**src/rtl/tlb_pkg.sv**
```systemverilog
// Shared TLB types and packed-entry field layout, common to the write controller
// and the combinational lookup units.
package tlb_pkg;

   localparam int unsigned TLB_ENTRY_NUM   = 16;
   localparam int unsigned TLB_ENTRY_WIDTH = 96;
   localparam int unsigned TLB_INDEX_W     = 4;

   localparam int unsigned VPN2_W = 19;
   localparam int unsigned ASID_W = 8;
   localparam int unsigned PFN_W  = 20;
   localparam int unsigned C_W    = 3;

   localparam int unsigned VPN2_LSB = 0;
   localparam int unsigned ASID_LSB = 24;
   localparam int unsigned PFN1_LSB = 32;
   localparam int unsigned C1_LSB   = 58;
   localparam int unsigned D1_BIT   = 61;
   localparam int unsigned V1_BIT   = 62;
   localparam int unsigned G_BIT    = 63;
   localparam int unsigned PFN0_LSB = 64;
   localparam int unsigned C0_LSB   = 90;
   localparam int unsigned D0_BIT   = 93;
   localparam int unsigned V0_BIT   = 94;

   typedef logic [TLB_ENTRY_WIDTH-1:0]     TLB_entry_t;
   typedef TLB_entry_t [TLB_ENTRY_NUM-1:0] TLB_entries_t;
   typedef logic [TLB_INDEX_W-1:0]         TLB_index_t;

   localparam TLB_index_t TLB_INDEX_MAX = TLB_INDEX_W'(TLB_ENTRY_NUM - 1);

   typedef enum logic [1:0] {
      OP_TLBR  = 2'd0,
      OP_TLBWI = 2'd1,
      OP_TLBWR = 2'd2,
      OP_TLBP  = 2'd3
   } tlb_op_t;

   // CP0 EntryHi/EntryLo0/EntryLo1 triple in MIPS register format
   typedef struct packed {
      logic [31:0] hi;
      logic [31:0] lo0;
      logic [31:0] lo1;
   } cp0_entry_t;

endpackage

```
**src/rtl/tlb_write_ctrl_if.sv**
```systemverilog
// CP0/EX-side request bus and TLB result/array bus of the write controller.
interface tlb_write_ctrl_if;
   import tlb_pkg::*;

   logic         req_i;
   tlb_op_t      op_i;
   TLB_index_t   index_i;
   TLB_index_t   wired_i;
   logic         wired_we_i;
   logic [31:0]  entry_hi_i;
   logic [31:0]  entry_lo0_i;
   logic [31:0]  entry_lo1_i;

   TLB_entries_t entries_o;
   TLB_index_t   random_o;
   logic         busy_o;
   logic         done_o;
   logic [31:0]  rd_entry_hi_o;
   logic [31:0]  rd_entry_lo0_o;
   logic [31:0]  rd_entry_lo1_o;
   logic [31:0]  probe_index_o;

   modport master (
      output req_i, op_i, index_i, wired_i, wired_we_i,
             entry_hi_i, entry_lo0_i, entry_lo1_i,
      input  entries_o, random_o, busy_o, done_o,
             rd_entry_hi_o, rd_entry_lo0_o, rd_entry_lo1_o, probe_index_o
   );

   modport slave (
      input  req_i, op_i, index_i, wired_i, wired_we_i,
             entry_hi_i, entry_lo0_i, entry_lo1_i,
      output entries_o, random_o, busy_o, done_o,
             rd_entry_hi_o, rd_entry_lo0_o, rd_entry_lo1_o, probe_index_o
   );

endinterface

```
**src/rtl/tlb_entry_pack.sv**
```systemverilog
// Combinational CP0 <-> packed TLB entry conversion; UNPACK selects the direction.
// Pack: data_i is a cp0_entry_t, data_o a TLB_entry_t. Unpack: the reverse.
module tlb_entry_pack
   import tlb_pkg::*;
#(
   parameter bit UNPACK = 1'b0
) (
   input  logic [TLB_ENTRY_WIDTH-1:0] data_i,
   output logic [TLB_ENTRY_WIDTH-1:0] data_o
);

   if (UNPACK == 1'b0) begin : g_pack
      cp0_entry_t cp0;
      TLB_entry_t ent;
      logic       unused_bits;

      assign cp0 = cp0_entry_t'(data_i);

      // Global bit is only set when both halves are global
      always_comb begin
         ent                        = '0;
         ent[VPN2_LSB +: VPN2_W]    = cp0.hi[31:13];
         ent[ASID_LSB +: ASID_W]    = cp0.hi[7:0];
         ent[PFN1_LSB +: PFN_W]     = cp0.lo1[25:6];
         ent[C1_LSB +: C_W]         = cp0.lo1[5:3];
         ent[D1_BIT]                = cp0.lo1[2];
         ent[V1_BIT]                = cp0.lo1[1];
         ent[G_BIT]                 = cp0.lo0[0] & cp0.lo1[0];
         ent[PFN0_LSB +: PFN_W]     = cp0.lo0[25:6];
         ent[C0_LSB +: C_W]         = cp0.lo0[5:3];
         ent[D0_BIT]                = cp0.lo0[2];
         ent[V0_BIT]                = cp0.lo0[1];
      end

      assign data_o      = ent;
      assign unused_bits = ^{cp0.hi[12:8], cp0.lo0[31:26], cp0.lo1[31:26]};
   end else begin : g_unpack
      TLB_entry_t ent;
      cp0_entry_t cp0;
      logic       unused_bits;

      assign ent = data_i;

      always_comb begin
         cp0     = '0;
         cp0.hi  = {ent[VPN2_LSB +: VPN2_W], 5'b0, ent[ASID_LSB +: ASID_W]};
         cp0.lo0 = {6'b0, ent[PFN0_LSB +: PFN_W], ent[C0_LSB +: C_W],
                    ent[D0_BIT], ent[V0_BIT], ent[G_BIT]};
         cp0.lo1 = {6'b0, ent[PFN1_LSB +: PFN_W], ent[C1_LSB +: C_W],
                    ent[D1_BIT], ent[V1_BIT], ent[G_BIT]};
      end

      assign data_o      = cp0;
      assign unused_bits = ^{ent[23:19], ent[57:52], ent[89:84], ent[95]};
   end

endmodule

```
**src/rtl/tlb_write_ctrl.sv**
```systemverilog
// TLB storage owner: executes TLBR/TLBWI/TLBWR in one cycle, TLBP as an ascending
// one-entry-per-cycle scan, and maintains the CP0 Random register.
module tlb_write_ctrl
   import tlb_pkg::*;
(
   input  logic            clk,
   input  logic            rst,
   tlb_write_ctrl_if.slave bus
);

   typedef enum logic {
      S_IDLE  = 1'b0,
      S_PROBE = 1'b1
   } state_t;

   state_t       state_q, state_d;
   TLB_index_t   ptr_q, ptr_d;
   TLB_index_t   random_q, random_d;
   TLB_entries_t entries_q, entries_d;
   logic         busy_q, busy_d;
   logic         done_q, done_d;
   cp0_entry_t   rd_q, rd_d;
   logic [31:0]  probe_index_q, probe_index_d;

   TLB_entry_t   wr_entry_c;
   cp0_entry_t   rd_cp0_c;
   logic         match_c;

   tlb_entry_pack #(.UNPACK(1'b0)) u_wr_pack (
      .data_i ({bus.entry_hi_i, bus.entry_lo0_i, bus.entry_lo1_i}),
      .data_o (wr_entry_c)
   );

   tlb_entry_pack #(.UNPACK(1'b1)) u_rd_unpack (
      .data_i (entries_q[bus.index_i]),
      .data_o (rd_cp0_c)
   );

   // Probe compare for the entry under the scan pointer
   assign match_c =
      (entries_q[ptr_q][VPN2_LSB +: VPN2_W] == bus.entry_hi_i[31:13]) &&
      ((entries_q[ptr_q][ASID_LSB +: ASID_W] == bus.entry_hi_i[7:0]) ||
       entries_q[ptr_q][G_BIT]);

   // Random wraps to the top after reaching Wired; a Wired write restarts it
   always_comb begin
      random_d = random_q - TLB_index_t'(1);
      if (bus.wired_we_i || (random_q == bus.wired_i)) begin
         random_d = TLB_INDEX_MAX;
      end
   end

   always_comb begin
      state_d       = state_q;
      ptr_d         = ptr_q;
      entries_d     = entries_q;
      busy_d        = 1'b0;
      done_d        = 1'b0;
      rd_d          = rd_q;
      probe_index_d = probe_index_q;

      unique case (state_q)
         S_IDLE: begin
            if (bus.req_i) begin
               unique case (bus.op_i)
                  OP_TLBR: begin
                     rd_d   = rd_cp0_c;
                     done_d = 1'b1;
                  end
                  OP_TLBWI: begin
                     entries_d[bus.index_i] = wr_entry_c;
                     done_d                 = 1'b1;
                  end
                  OP_TLBWR: begin
                     entries_d[random_q] = wr_entry_c;
                     done_d              = 1'b1;
                  end
                  OP_TLBP: begin
                     state_d = S_PROBE;
                     ptr_d   = '0;
                     busy_d  = 1'b1;
                  end
               endcase
            end
         end
         S_PROBE: begin
            busy_d = 1'b1;
            if (match_c || (ptr_q == TLB_INDEX_MAX)) begin
               state_d       = S_IDLE;
               busy_d        = 1'b0;
               done_d        = 1'b1;
               probe_index_d = match_c ? {28'b0, ptr_q} : 32'h8000_0000;
            end else begin
               ptr_d = ptr_q + TLB_index_t'(1);
            end
         end
      endcase
   end

   always_ff @(posedge clk or posedge rst) begin
      if (rst) begin
         state_q       <= S_IDLE;
         ptr_q         <= '0;
         random_q      <= TLB_INDEX_MAX;
         entries_q     <= '0;
         busy_q        <= 1'b0;
         done_q        <= 1'b0;
         rd_q          <= '0;
         probe_index_q <= '0;
      end else begin
         state_q       <= state_d;
         ptr_q         <= ptr_d;
         random_q      <= random_d;
         entries_q     <= entries_d;
         busy_q        <= busy_d;
         done_q        <= done_d;
         rd_q          <= rd_d;
         probe_index_q <= probe_index_d;
      end
   end

   assign bus.entries_o      = entries_q;
   assign bus.random_o       = random_q;
   assign bus.busy_o         = busy_q;
   assign bus.done_o         = done_q;
   assign bus.rd_entry_hi_o  = rd_q.hi;
   assign bus.rd_entry_lo0_o = rd_q.lo0;
   assign bus.rd_entry_lo1_o = rd_q.lo1;
   assign bus.probe_index_o  = probe_index_q;

endmodule

```
**src/flat_wrapper.sv**
```systemverilog
// flat-port wrapper written by rule: the top's interface ports become plain ports
module tlb_write_ctrl_flat import tlb_pkg::*;
  (clk, rst, bus_req_i, bus_op_i, bus_index_i, bus_wired_i, bus_wired_we_i, bus_entry_hi_i, bus_entry_lo0_i, bus_entry_lo1_i, bus_entries_o, bus_random_o, bus_busy_o, bus_done_o, bus_rd_entry_hi_o, bus_rd_entry_lo0_o, bus_rd_entry_lo1_o, bus_probe_index_o);
  tlb_write_ctrl_if bus_i ();
  input  logic clk;
  input  logic rst;
  input wire logic [$bits(bus_i.req_i)-1:0] bus_req_i;
  input wire logic [$bits(bus_i.op_i)-1:0] bus_op_i;
  input wire logic [$bits(bus_i.index_i)-1:0] bus_index_i;
  input wire logic [$bits(bus_i.wired_i)-1:0] bus_wired_i;
  input wire logic [$bits(bus_i.wired_we_i)-1:0] bus_wired_we_i;
  input wire logic [$bits(bus_i.entry_hi_i)-1:0] bus_entry_hi_i;
  input wire logic [$bits(bus_i.entry_lo0_i)-1:0] bus_entry_lo0_i;
  input wire logic [$bits(bus_i.entry_lo1_i)-1:0] bus_entry_lo1_i;
  output wire logic [$bits(bus_i.entries_o)-1:0] bus_entries_o;
  output wire logic [$bits(bus_i.random_o)-1:0] bus_random_o;
  output wire logic [$bits(bus_i.busy_o)-1:0] bus_busy_o;
  output wire logic [$bits(bus_i.done_o)-1:0] bus_done_o;
  output wire logic [$bits(bus_i.rd_entry_hi_o)-1:0] bus_rd_entry_hi_o;
  output wire logic [$bits(bus_i.rd_entry_lo0_o)-1:0] bus_rd_entry_lo0_o;
  output wire logic [$bits(bus_i.rd_entry_lo1_o)-1:0] bus_rd_entry_lo1_o;
  output wire logic [$bits(bus_i.probe_index_o)-1:0] bus_probe_index_o;
  assign bus_i.req_i = bus_req_i;
  assign bus_i.op_i = bus_op_i;
  assign bus_i.index_i = bus_index_i;
  assign bus_i.wired_i = bus_wired_i;
  assign bus_i.wired_we_i = bus_wired_we_i;
  assign bus_i.entry_hi_i = bus_entry_hi_i;
  assign bus_i.entry_lo0_i = bus_entry_lo0_i;
  assign bus_i.entry_lo1_i = bus_entry_lo1_i;
  assign bus_entries_o = bus_i.entries_o;
  assign bus_random_o = bus_i.random_o;
  assign bus_busy_o = bus_i.busy_o;
  assign bus_done_o = bus_i.done_o;
  assign bus_rd_entry_hi_o = bus_i.rd_entry_hi_o;
  assign bus_rd_entry_lo0_o = bus_i.rd_entry_lo0_o;
  assign bus_rd_entry_lo1_o = bus_i.rd_entry_lo1_o;
  assign bus_probe_index_o = bus_i.probe_index_o;
  tlb_write_ctrl u_core (.clk(clk), .rst(rst), .bus(bus_i));
endmodule
```
**config.mk**
```make
export PLATFORM = sky130hd
export DESIGN_NAME = tlb_write_ctrl_flat
export DESIGN_NICKNAME = d
export VERILOG_FILES = /design/src/rtl/tlb_pkg.sv /design/src/rtl/tlb_write_ctrl_if.sv /design/src/rtl/tlb_entry_pack.sv /design/src/rtl/tlb_write_ctrl.sv /design/src/flat_wrapper.sv
export SDC_FILE = /design/constraint.sdc
export NUM_CORES = 2
export LEC_CHECK = 0
export ABC_AREA = 1
export CAP_MARGIN = 20
export CORE_AREA = 10 10 694 696
export CTS_BUF_LIST = sky130_fd_sc_hd__clkbuf_8
export DETAILED_ROUTE_END_ITERATION = 8
export DIE_AREA = 0 0 704 706
export PLACE_DENSITY = 0.34
export SETUP_SLACK_MARGIN = 0.2
export SKIP_CTS_REPAIR_TIMING = 1
export SYNTH_ARGS = -nofsm -noshare
export SYNTH_HDL_FRONTEND = slang
export SYNTH_SLANG_ARGS = --single-unit
export TNS_END_PERCENT = 30
```
**constraint.sdc**
```tcl
create_clock -name clk -period 84.6 [get_ports clk]
set_input_delay 16.92 -clock clk [delete_from_list [all_inputs] [get_ports clk]]
set_output_delay 16.92 -clock clk [all_outputs]
set_load 0.02 [all_outputs]
```
==> results_tabular.tex <==
\begin{tabular}{lr}
\hline
Metric & Value \\
\hline
\multicolumn{2}{l}{\textbf{Drt}} \\
Pre-Repair DR Iteration Count & 6 \\
Number of nets with antenna violations after routing & 0 \\
First DRT Iteration DRCs & 6420 \\
Number of DRC violations after detailed routing & 0 \\
Via count normalized by instance count & 4.20 \\
Routed vias & 63922 \\
Routed wirelength normalized by instance count & 31.8 um \\
Post-Route WL & 483000 um \\
\multicolumn{2}{l}{\textbf{Clock network}} \\
Root Buffer & sky130\_fd\_sc\_hd\_\_clkbuf\_8 \\
H-tree depth reported by CTS & 5 \\
Clock-pin transition on the worst setup and hold timing paths & 0.06 ns \\
Clock sink count & 1341 \\
CTS max path bufs & 4 \\
Inserted Clock Buffers & 297 \\
Worst-Skew Late Latency & 1.12 ns \\
CTS tree & yes \\
\multicolumn{2}{l}{\textbf{Power}} \\
Maximum ir drop on the vdd rail & 0.0000125 V \\
Power density cells & 31.1 nW/um2 \\
Leakage & 36.8 nW \\
\multicolumn{2}{l}{\textbf{Worst setup path}} \\
Cell Chain, Critical Path & clkdlybuf4s50\_1 -> inv\_1 -> nor2\_4 -> inv\_4 -> buf\_4 -> o21ai\_0 -> nand2\_4 -> buf\_4 -> buf\_4 -> o21ai\_0 \\
Crit path kind & input port to flop \\
Maximum cell stage delay along the critical path & 0.84 ns \\
Standard cell with the maximum stage delay on the critical path & sky130\_fd\_sc\_hd\_\_buf\_4 \\
Endpoint type of the worst setup path & flop \\
Biggest fanout along the worst timing path & 48 \\
Startpoint type of the worst setup path & input port \\
Worst EP required & 85.45 ns \\
Buf/Inv on CP & 6 \\
Most prevalent standard cell on the critical path & sky130\_fd\_sc\_hd\_\_buf\_4 \\
Cell type group with the largest total delay on the critical path & buffers and inverters \\
Data arrival time at the worst-slack endpoint & 21.36 ns \\
\multicolumn{2}{l}{\textbf{STA}} \\
Setup TNS & 0 ns \\
Post-Route Skew & 0.120 ns \\
Final Cycle Share & 24.3\% \\
Hold violation count in the final report & 0 \\
Clock period minus worst slack & 20.52 ns \\
Max-slew violation count & 32 \\
FMAX & 48.7 MHz \\
Setup-violating endpoint count in the final report & 0 \\
Slew @ Worst Pin & 1.56 ns \\
Setup repair after global routing missed its margin & no \\
Max-Slew Margin vs Limit & -4.20\% \\
Final hold slack & 0.481 ns \\
\multicolumn{2}{l}{\textbf{Die}} \\
Die area & 497000 um2 \\
DIE HEIGHT & 706 um \\
Count of standard-cell rows & 251 \\
Width of the chip & 704 um \\
Initial Util & 13.8\% \\
Number of top-level pins & 1780 \\
Area of the core region & 467000 um2 \\
\multicolumn{2}{l}{\textbf{Cells and area}} \\
Fillcell total & 51881 \\
Commonest non-fill, non-tap cells in the layout & sky130\_fd\_sc\_hd\_\_nand2\_1, sky130\_fd\_sc\_hd\_\_clkdlybuf4s50\_1, sky130\_fd\_sc\_hd\_\_o21ai\_0, sky130\_fd\_sc\_hd\_\_dfrtp\_1, sky130\_fd\_sc\_hd\_\_nand3\_1 \\
Fraction of layout cells with a size suffix above 1 & 7.25\% \\
Final net count & 8906 \\
Most common library cell in the layout ignoring fill and taps & sky130\_fd\_sc\_hd\_\_nand2\_1 \\
Synth-to-layout area growth & 40.2\% \\
\multicolumn{2}{l}{\textbf{Logic synthesis}} \\
Top cells by area in the synthesized netlist & sky130\_fd\_sc\_hd\_\_dfrtp\_1, sky130\_fd\_sc\_hd\_\_o21ai\_0, sky130\_fd\_sc\_hd\_\_nand2\_1 \\
Top-area cell type share of the netlist area & 52.1\% \\
Mean instance size in the synthesized netlist & 8.45 um2 \\
Cell type with the largest total area after synthesis & sky130\_fd\_sc\_hd\_\_dfrtp\_1 \\
Yosys Warn Count & 0 \\
Gate Count Post-Synth & 7605 \\
Total standard cell area after synthesis & 64200 um2 \\
Sequential cell area fraction in the yosys report & 52.2\% \\
Number of flip-flops and latches in the synthesized netlist & 1341 \\
Number of different library cells in the post-synthesis netlist & 38 \\
\multicolumn{2}{l}{\textbf{Outcome}} \\
Outcome & finished with violations \\
Failing checks & slew limit \\
\multicolumn{2}{l}{\textbf{Global routing}} \\
Total global routing overflow & 0 \\
Maximum number of pins on one net before global-route repair & 144 \\
Initial antenna violation count & 50 \\
Total GRT Usage & 18.5\% \\
First-pass GRT wire length & 636000 um \\
Vias in the first global route & 62669 \\
\multicolumn{2}{l}{\textbf{Flow run}} \\
Max cap viols & 0 \\
\multicolumn{2}{l}{\textbf{Worst hold path}} \\
Worst hold path class & flop to flop \\
\multicolumn{2}{l}{\textbf{Place}} \\
HPWL after detailed placement & 346000 um \\
RD Place Congestion & 0.840 \\
Port bufs & 1430 \\
\hline
\end{tabular}
tightest hold or removal path, delay by kind of cell (launching register included):
kind / cells / cell delay [ns]
DFF: 1 / 0.34
and+or+nand+nor: 2 / 0.11
state kept, by name (all words and copies together), names as in the netlist:
name	cells
u_core.bus.rd_entry_lo1_o	25
u_core.bus.done_o	1
u_core.bus.busy_o	1
u_core.bus.rd_entry_hi_o	27
u_core.bus.random_o	4
u_core.bus.rd_entry_lo0_o	26
u_core.bus.probe_index_o	5
u_core.bus.entries_o	1248
u_core.ptr_q	4
cell usage after synthesis:
library cell and number:
sky130_fd_sc_hd__xor2_1 2, sky130_fd_sc_hd__buf_4 337, sky130_fd_sc_hd__xnor2_1 5, sky130_fd_sc_hd__inv_2 5, sky130_fd_sc_hd__or2_2 10, sky130_fd_sc_hd__a22o_1 13
sky130_fd_sc_hd__clkbuf_1 526, sky130_fd_sc_hd__nand3_1 732, sky130_fd_sc_hd__a31oi_1 201, sky130_fd_sc_hd__a41oi_1 1, sky130_fd_sc_hd__ha_1 10, sky130_fd_sc_hd__nor4_1 45
sky130_fd_sc_hd__a21oi_1 77, sky130_fd_sc_hd__nand4_1 18, sky130_fd_sc_hd__conb_1 1, sky130_fd_sc_hd__nor3_1 7, sky130_fd_sc_hd__o221ai_1 30, sky130_fd_sc_hd__o32ai_1 2
sky130_fd_sc_hd__buf_1 83, sky130_fd_sc_hd__o21ai_1 22, sky130_fd_sc_hd__a2bb2oi_1 18, sky130_fd_sc_hd__nand3_2 2, sky130_fd_sc_hd__nor2_2 7, sky130_fd_sc_hd__o21ai_0 1360
sky130_fd_sc_hd__buf_2 55, sky130_fd_sc_hd__nand2_2 2, sky130_fd_sc_hd__inv_1 305, sky130_fd_sc_hd__buf_6 17, sky130_fd_sc_hd__o22ai_1 1, sky130_fd_sc_hd__inv_4 1
sky130_fd_sc_hd__nand2_1 1806, sky130_fd_sc_hd__dfrtp_1 1337, sky130_fd_sc_hd__o211ai_1 160, sky130_fd_sc_hd__dfstp_2 4, sky130_fd_sc_hd__a21boi_2 1, sky130_fd_sc_hd__a22oi_1 312
sky130_fd_sc_hd__nor2_1 89, sky130_fd_sc_hd__buf_8 1
metal layers:
layer	track usage (%)	part of all wire [%]
met1	20.6	37
met2	32.8	50
met3	4.80	7.4
met4	8.76	5.5
met5	0	0.0027
cells by family (layout without fill, tap and decap cells):
logic type / after synthesis / after routing / share of synthesized area [%]
buffers and inverters: 1330 / 2407 / 10.1
XOR/XNOR: 7 / 7 / 0.0954
adder cells (fa/ha/maj): 10 / 10 / 0.195
AO/OA/AOI/OAI: 2198 / 2198 / 19.7
other: 1 / 348 / 0.00584
flip-flops: 1341 / 1341 / 52.2
AND/OR/NAND/NOR: 2718 / 2718 / 17.7
worst paths after layout:
check	start	end	cells past startpoint	slack (ns)
setup / recovery	bus_index_i[2]	u_core.bus.entries_o[601]	10	64.08
hold / removal	u_core.bus.rd_entry_hi_o[20]	u_core.bus.rd_entry_hi_o[20]	2	0.48
setup reg to reg	u_core.ptr_q[1]	u_core.bus.probe_index_o[31]	15	79.66
hold reg to reg	u_core.bus.rd_entry_hi_o[20]	u_core.bus.rd_entry_hi_o[20]	2	0.48
max in group asynchronous	rst	u_core.bus.entries_o[412]	6	64.46
min in group asynchronous	rst	u_core.bus.entries_o[1349]	2	16.43
area by class of cell:
type                       instances  area, um2  share of cell area (%)
sequential                      1341      33600                    37.3
multi-input combinational       5265      25700                    28.5
timing repair buffer            1570      15600                    17.3
tap                             6198       7750                    8.61
clock buffer                     376       5170                    5.74
inverter                         311       1210                    1.35
clock inverter                   150       1090                    1.21
antenna                           16       40.0                  0.0444
power by group:
part	internal, W	leakage [nW]	total, W	switching [W]
combinational	0.000369	15.1	0.00107	0.000696
clock	0.000429	3.53	0.000791	0.000362
sequential	0.000779	18.1	0.000944	0.000164
stage by stage:
step                setup WS, ns  util, %  cells  power (W)  cell area [um2]
floorplan                  29.88        -   7936    0.00140            65500
finish                     64.08     19.3  15227    0.00280            90100
global placement           62.92     17.9  14682    0.00204            83700
CTS                        64.10     19.3  15210    0.00286            90000
detailed placement         62.90     17.9  14684    0.00204            83800
global route               63.99     19.3  15223    0.00294            90100
Power figures use the tool's default switching activity.
